$ cat config.mk
export PLATFORM = sky130hd
export DESIGN_NAME = reg_transfer_unit
export DESIGN_NICKNAME = d
export VERILOG_FILES = /design/src/rtl/reg_transfer_unit.sv
export SDC_FILE = /design/constraint.sdc
export NUM_CORES = 2
export LEC_CHECK = 0
export ABC_AREA = 0
export ABC_CLOCK_PERIOD_IN_PS = 2400
export CAP_MARGIN = 20
export CORE_ASPECT_RATIO = 2
export CORE_MARGIN = 3
export CORE_UTILIZATION = 49
export CTS_CLUSTER_SIZE = 10
export DETAILED_ROUTE_END_ITERATION = 16
export GPL_TIMING_DRIVEN = 0
export PLACE_DENSITY = 0.68
export SLEW_MARGIN = 10
export SYNTH_ARGS = -nofsm -noshare
export SYNTH_HDL_FRONTEND = slang
export SYNTH_SLANG_ARGS = --single-unit
$ cat constraint.sdc
create_clock -name clk -period 2.4 [get_ports clk]
set_input_delay 0.36 -clock clk [delete_from_list [all_inputs] [get_ports clk]]
set_output_delay 0.36 -clock clk [all_outputs]
set_load 0.05 [all_outputs]
$ cat src/rtl/reg_transfer_unit.sv
// Register transfer unit: a register file, MDR and a registered bus.
// Moves data between registers, immediates and a handshaked memory port.
//
// Ports:
//   clk, clr                 clock, async active-low reset
//   op_valid/op_ready        operation handshake
//   op_code/op_src/op_dst/op_imm
//                            operation fields, latched at acceptance
//   mem_req/mem_we/mem_wdata memory request side
//   mem_ack/mem_rdata        memory completion side
//   bus_out, mdr             registered bus value, MDR contents
//   rd_idx/rd_data           combinational debug read port
//   err/err_clr              sticky timeout flag and its clear
module reg_transfer_unit #(
    parameter int WIDTH   = 32,
    parameter int NREGS   = 16,
    parameter int TMO     = 15,
    parameter bit ZERO_R0 = 1'b0,
    localparam int AW     = $clog2(NREGS)
) (
    input  logic             clk,
    input  logic             clr,
    input  logic             op_valid,
    output logic             op_ready,
    input  logic [1:0]       op_code,
    input  logic [AW-1:0]    op_src,
    input  logic [AW-1:0]    op_dst,
    input  logic [WIDTH-1:0] op_imm,
    output logic             mem_req,
    output logic             mem_we,
    output logic [WIDTH-1:0] mem_wdata,
    input  logic             mem_ack,
    input  logic [WIDTH-1:0] mem_rdata,
    output logic [WIDTH-1:0] bus_out,
    input  logic [AW-1:0]    rd_idx,
    output logic [WIDTH-1:0] rd_data,
    output logic [WIDTH-1:0] mdr,
    output logic             err,
    input  logic             err_clr
);

    typedef enum logic [1:0] {
        IDLE = 2'd0,
        XFER = 2'd1,
        MREQ = 2'd2,
        WB   = 2'd3
    } state_t;

    localparam logic [1:0] OP_MOVE  = 2'b00;
    localparam logic [1:0] OP_LOADI = 2'b01;
    localparam logic [1:0] OP_MEMRD = 2'b10;
    localparam logic [1:0] OP_MEMWR = 2'b11;

    state_t state, state_nx;

    logic [WIDTH-1:0] regs [NREGS];
    logic [1:0]       op_q;
    logic [AW-1:0]    src_q;
    logic [AW-1:0]    dst_q;
    logic [WIDTH-1:0] imm_q;
    logic [7:0]       cnt;
    logic             wb_pend;
    logic [WIDTH-1:0] src_val;
    logic [WIDTH-1:0] bus_src;
    logic             accept;
    logic             tmo_hit;
    logic             dst_ok;

    assign accept  = (state == IDLE) && op_valid;
    // An ack on the final wait cycle wins over the timeout.
    assign tmo_hit = (state == MREQ) && !mem_ack && (cnt == 8'(TMO - 1));
    assign src_val = (ZERO_R0 && src_q == '0) ? '0 : regs[src_q];
    assign bus_src = (op_q == OP_LOADI) ? imm_q : src_val;
    assign rd_data = (ZERO_R0 && rd_idx == '0) ? '0 : regs[rd_idx];
    assign dst_ok  = !(ZERO_R0 && dst_q == '0);
    assign mem_wdata = mdr;

    always_ff @(posedge clk or negedge clr) begin
        if (!clr) state <= IDLE;
        else      state <= state_nx;
    end

    always_comb begin
        state_nx = state;
        unique case (state)
            IDLE: if (op_valid)
                      state_nx = (op_code == OP_MEMRD) ? MREQ : XFER;
            XFER: state_nx = (op_q == OP_MEMWR) ? MREQ : IDLE;
            MREQ: begin
                if (mem_ack)
                    state_nx = (op_q == OP_MEMRD) ? WB : IDLE;
                else if (tmo_hit)
                    state_nx = IDLE;
            end
            WB:   state_nx = IDLE;
            default: state_nx = IDLE;
        endcase
    end

    always_comb begin
        op_ready = (state == IDLE);
        mem_req  = (state == MREQ);
        mem_we   = (state == MREQ) && (op_q == OP_MEMWR);
    end

    // MOVE/LOADI land in the register file one edge after XFER, from
    // bus_out, so the write completes on the next acceptance edge.
    always_ff @(posedge clk or negedge clr) begin
        if (!clr) begin
            for (int i = 0; i < NREGS; i++) regs[i] <= '0;
            op_q    <= '0;
            src_q   <= '0;
            dst_q   <= '0;
            imm_q   <= '0;
            cnt     <= '0;
            wb_pend <= 1'b0;
            bus_out <= '0;
            mdr     <= '0;
            err     <= 1'b0;
        end else begin
            wb_pend <= 1'b0;
            if (wb_pend && dst_ok) regs[dst_q] <= bus_out;
            if (accept) begin
                op_q  <= op_code;
                src_q <= op_src;
                dst_q <= op_dst;
                imm_q <= op_imm;
            end
            unique case (state)
                XFER: begin
                    bus_out <= bus_src;
                    if (op_q == OP_MEMWR) mdr <= bus_src;
                    else                  wb_pend <= 1'b1;
                end
                MREQ: begin
                    if (mem_ack) begin
                        cnt <= '0;
                        if (op_q == OP_MEMRD) mdr <= mem_rdata;
                    end else if (tmo_hit) begin
                        cnt <= '0;
                    end else begin
                        cnt <= cnt + 8'd1;
                    end
                end
                WB: begin
                    bus_out <= mdr;
                    if (dst_ok) regs[dst_q] <= mdr;
                end
                default: ;
            endcase
            if (tmo_hit)      err <= 1'b1;
            else if (err_clr) err <= 1'b0;
        end
    end

endmodule

==> out/qor.csv <==
stage,metric,value,unit
outcome,status,finished with violations,
outcome,failing checks,negative setup slack,
route,DR DRC count,0,
cts,clk_lat worst skew,0.68,ns
global_routing,initial antenna violation count,6,
sta,Final period util,1.17,
cts,Clock Tree Buf Depth,3,
critical_path,Reg2Reg Depth,6,
global_routing,pin count of the biggest net entering global routing,104,
sta,Fin Clk Skew,0.0356,ns
route,initial drt markers,4714,
cts,TritonCTS buffer count,73,
critical_path,Critical Path AT,2.44,ns
route,DRT Pass-1 Iters,8,
placement,number of port buffers,211,
sta,f_max,357,MHz
layout,Final Net Count,3955,
route,vias,34200,
floorplan,num rows,142,
min_path,Hold Path Class,in2async,
synth,ys async rst share,1.00,
synth,Cells after Synth,3424,
sta,endpoints failing setup,96,
flow_run,max_cap viols,0,
critical_path,Setup CP Type,in2out,
layout,layout cells sized above 1,0.275,
critical_path,FF-to-FF setup slack,-0.17,ns
cts,H-tree level count,3,
synth,register area share after synthesis,0.422,
route,post-DR wirelength/cell,35.6,um
cts,Clock transition at path regs,0.05,ns
sta,final hold vios,0,
critical_path,CP Data Required Time,2.04,ns
global_routing,first-pass GRT wire length,246,mm
pwr,Static Leak,0.0198,uW
floorplan,Starting Density,0.496,
sta,setup TNS,-10.78,ns
synth,top cell type's share of synthesized area,0.422,
route,Detail Route Antenna Nets,0,
synth,main flop type after synthesis,dfrtp_1,
sta,worst slew pin tran,0.975,ns
synth,Post-synth EDFFs,0,
sta,worst setup slack after layout,-0.399,ns
layout,Area Overhead vs Synth,24.2,%
floorplan,core area,75300,um2
synth,top-count cell post-synth,dfrtp_1,
floorplan,die area,79800,um2
critical_path,Crit. End Element,primary output,
placement,post-DP HPWL,120,mm
sta,crit path time final,2.80,ns
global_routing,Total GRT Usage,0.430,
sta,slew margin rel.,0.350,
layout,number of fill cells,6248,
sta,RSZ-0062 raised after global routing,yes,
synth,Post-Syn Nets,3509,
synth,synthesized area per cell,10.9,um2
synth,top cell type by total area after synthesis,dfrtp_1,
placement,gpl congestion,1.03,
synth,Seq cells post-synth,630,
cts,root buf cell,clkbuf_16,
cts,TritonCTS clock tree,built,
route,drt total wl,174,mm
critical_path,worst r2r src,op_q[0]$_DFFE_PN0P_,
global_routing,number of global-route vias before repair,34400,
floorplan,io pins,215,
sta,max-slew violations,0,
critical_path,Crit Path Max Fanout,7,
pwr,total power,65600,uW
synth,Synth area leaders,"dfrtp_1 (42%), mux4_2 (17%), mux2i_1 (14%)",
pwr,VDD IR max,0.871,mV
synth,synthesized cell area,37400,um2
critical_path,Startpoint Class,primary input,
floorplan,Die H,397,um
synth,Synth Warn #,0,
layout,Layout Utilization,0.616,
floorplan,Die Wd,201,um
synth,leading cell types by count after synthesis,"dfrtp_1 (630), mux2i_1 (517), nor2_1 (401), a21oi_1 (354), mux4_2 (286)",
critical_path,Reg2Reg Capture Point,bus_out[3]$_DFFE_PN0P_,
pwr,Pwr Density,1410,nW/um2
cts,Num Clock Sinks,630,
global_routing,gr ovfl total,0,
route,Via-to-Cell Ratio,6.98,
synth,post-synth cell types,48,
-- sequential cells by signal, summed over array words and instances (netlist names) --
register	cells
err	1
wb_pend	1
src_q	4
op_q	2
bus_out	32
cnt	8
state	2
mdr	32
regs	512
dst_q	4
imm_q	32
-- final cells by class --
| type | count | area (um2) | share of cell area |
|---|---|---|---|
| Clock inverter | 3 | 22.5 | 0.000485 |
| Antenna cell | 5 | 12.5 | 0.000270 |
| Clock buffer | 83 | 1960 | 0.0422 |
| Timing Repair Buffer | 381 | 3840 | 0.0827 |
| Sequential cell | 630 | 15800 | 0.340 |
| Inverter | 6 | 28.8 | 0.000620 |
| Buffer | 449 | 2800 | 0.0603 |
| Tap cell | 1008 | 1260 | 0.0272 |
| Multi-Input combinational cell | 2329 | 20700 | 0.447 |
-- cells by family (layout without fill, tap and decap cells) --
logic type      Yosys count  after routing  share of synthesized area
other cells               0              5                          0
compound gates          635            635                     0.0969
simple gates            846            846                      0.102
mux                     844            844                      0.323
fa+ha+maj                 2              2                   0.000670
xor+xnor                  2              2                   0.000469
flops                   630            630                      0.422
buf+inv                 465            922                     0.0545
-- stage by stage --
| step | setup slack [ns] | instance area (um2) | std cells | hold WS [ns] |
|---|---|---|---|---|
| 5_1_grt | -0.399 | 46400 | 4890 | 0.301 |
| 2_1_floorplan | -0.00439 | 37400 | 3424 | 0.0644 |
| 3_3_place_gp | -28.90 | 40700 | 4643 | 0.493 |
| 3_5_place_dp | -1.74 | 41200 | 4667 | 0.326 |
| 6_report | -0.399 | 46400 | 4894 | 0.237 |
| 4_1_cts | -0.357 | 45000 | 4833 | 0.238 |
-- power breakdown --
part | switching [uW] | internal [uW] | total (uW)
clock network | 4640 | 5690 | 10300
logic | 21800 | 15200 | 36900
registers | 3380 | 15000 | 18400
-- layer usage --
| metal | share of wire | track usage | up-vias |
|---|---|---|---|
| met5 | 0.00011 | 0.00369 | - |
| met4 | 0.13 | 0.445 | 4 |
| met3 | 0.11 | 0.139 | 1189 |
| met2 | 0.45 | 0.669 | 2951 |
| met1 | 0.30 | 0.442 | 16600 |
| li1 | - | - | 13400 |
-- how the worst max path moves through the flow --
| stage | start | to | slack [ns] | depth (start not counted) |
|---|---|---|---|---|
| 6_report | rd_idx[2] | rd_data[3] | -0.40 | 5 |
| 2_1_floorplan | rd_idx[0] | rd_data[0] | -0.004 | 4 |
| 3_3_place_gp | clr | imm_q[16]$_DFFE_PN0P_ | -28.90 | 1 |
| 4_1_cts | regs[8]$_DFF_PN0_ | rd_data[8] | -0.36 | 3 |
| 5_1_grt | rd_idx[2] | rd_data[3] | -0.40 | 5 |
| 3_5_place_dp | rd_idx[1] | rd_data[0] | -1.74 | 5 |
-- critical path, cell delays in order --
cell	delay, ns
clkbuf_1	0.26
buf_1	0.77
buf_8	0.25
mux4_2	0.60
buf_8	0.19
-- cell usage in the layout, fill, tap and decap left out, types with 81 or more instances in the layout --
| master | Yosys | final |
|---|---|---|
| o21ai_0 | 171 | 171 |
| clkbuf_1 | 258 | 113 |
| nand2_1 | 212 | 201 |
| dfrtp_1 | 630 | 629 |
| clkdlybuf4s50_1 | 0 | 174 |
| mux2i_1 | 517 | 517 |
| nor2_1 | 401 | 388 |
| a21oi_1 | 354 | 354 |
| mux4_2 | 286 | 286 |
| buf_4 | 37 | 196 |
| clkbuf_2 | 29 | 117 |
| nor4_2 | 3 | 82 |
| clkbuf_16 | 0 | 81 |
-- repair_timing --
action,in CTS,in global routing
buffers inserted,83,63
gates cloned,0,2
pin swaps,10,22
resized for setup,623,280
hold endpoints to repair,52,0
hold buffers,1,0
endpoints found under the setup margin,652,571
No activity file was read; power rests on OpenSTA's default activity.
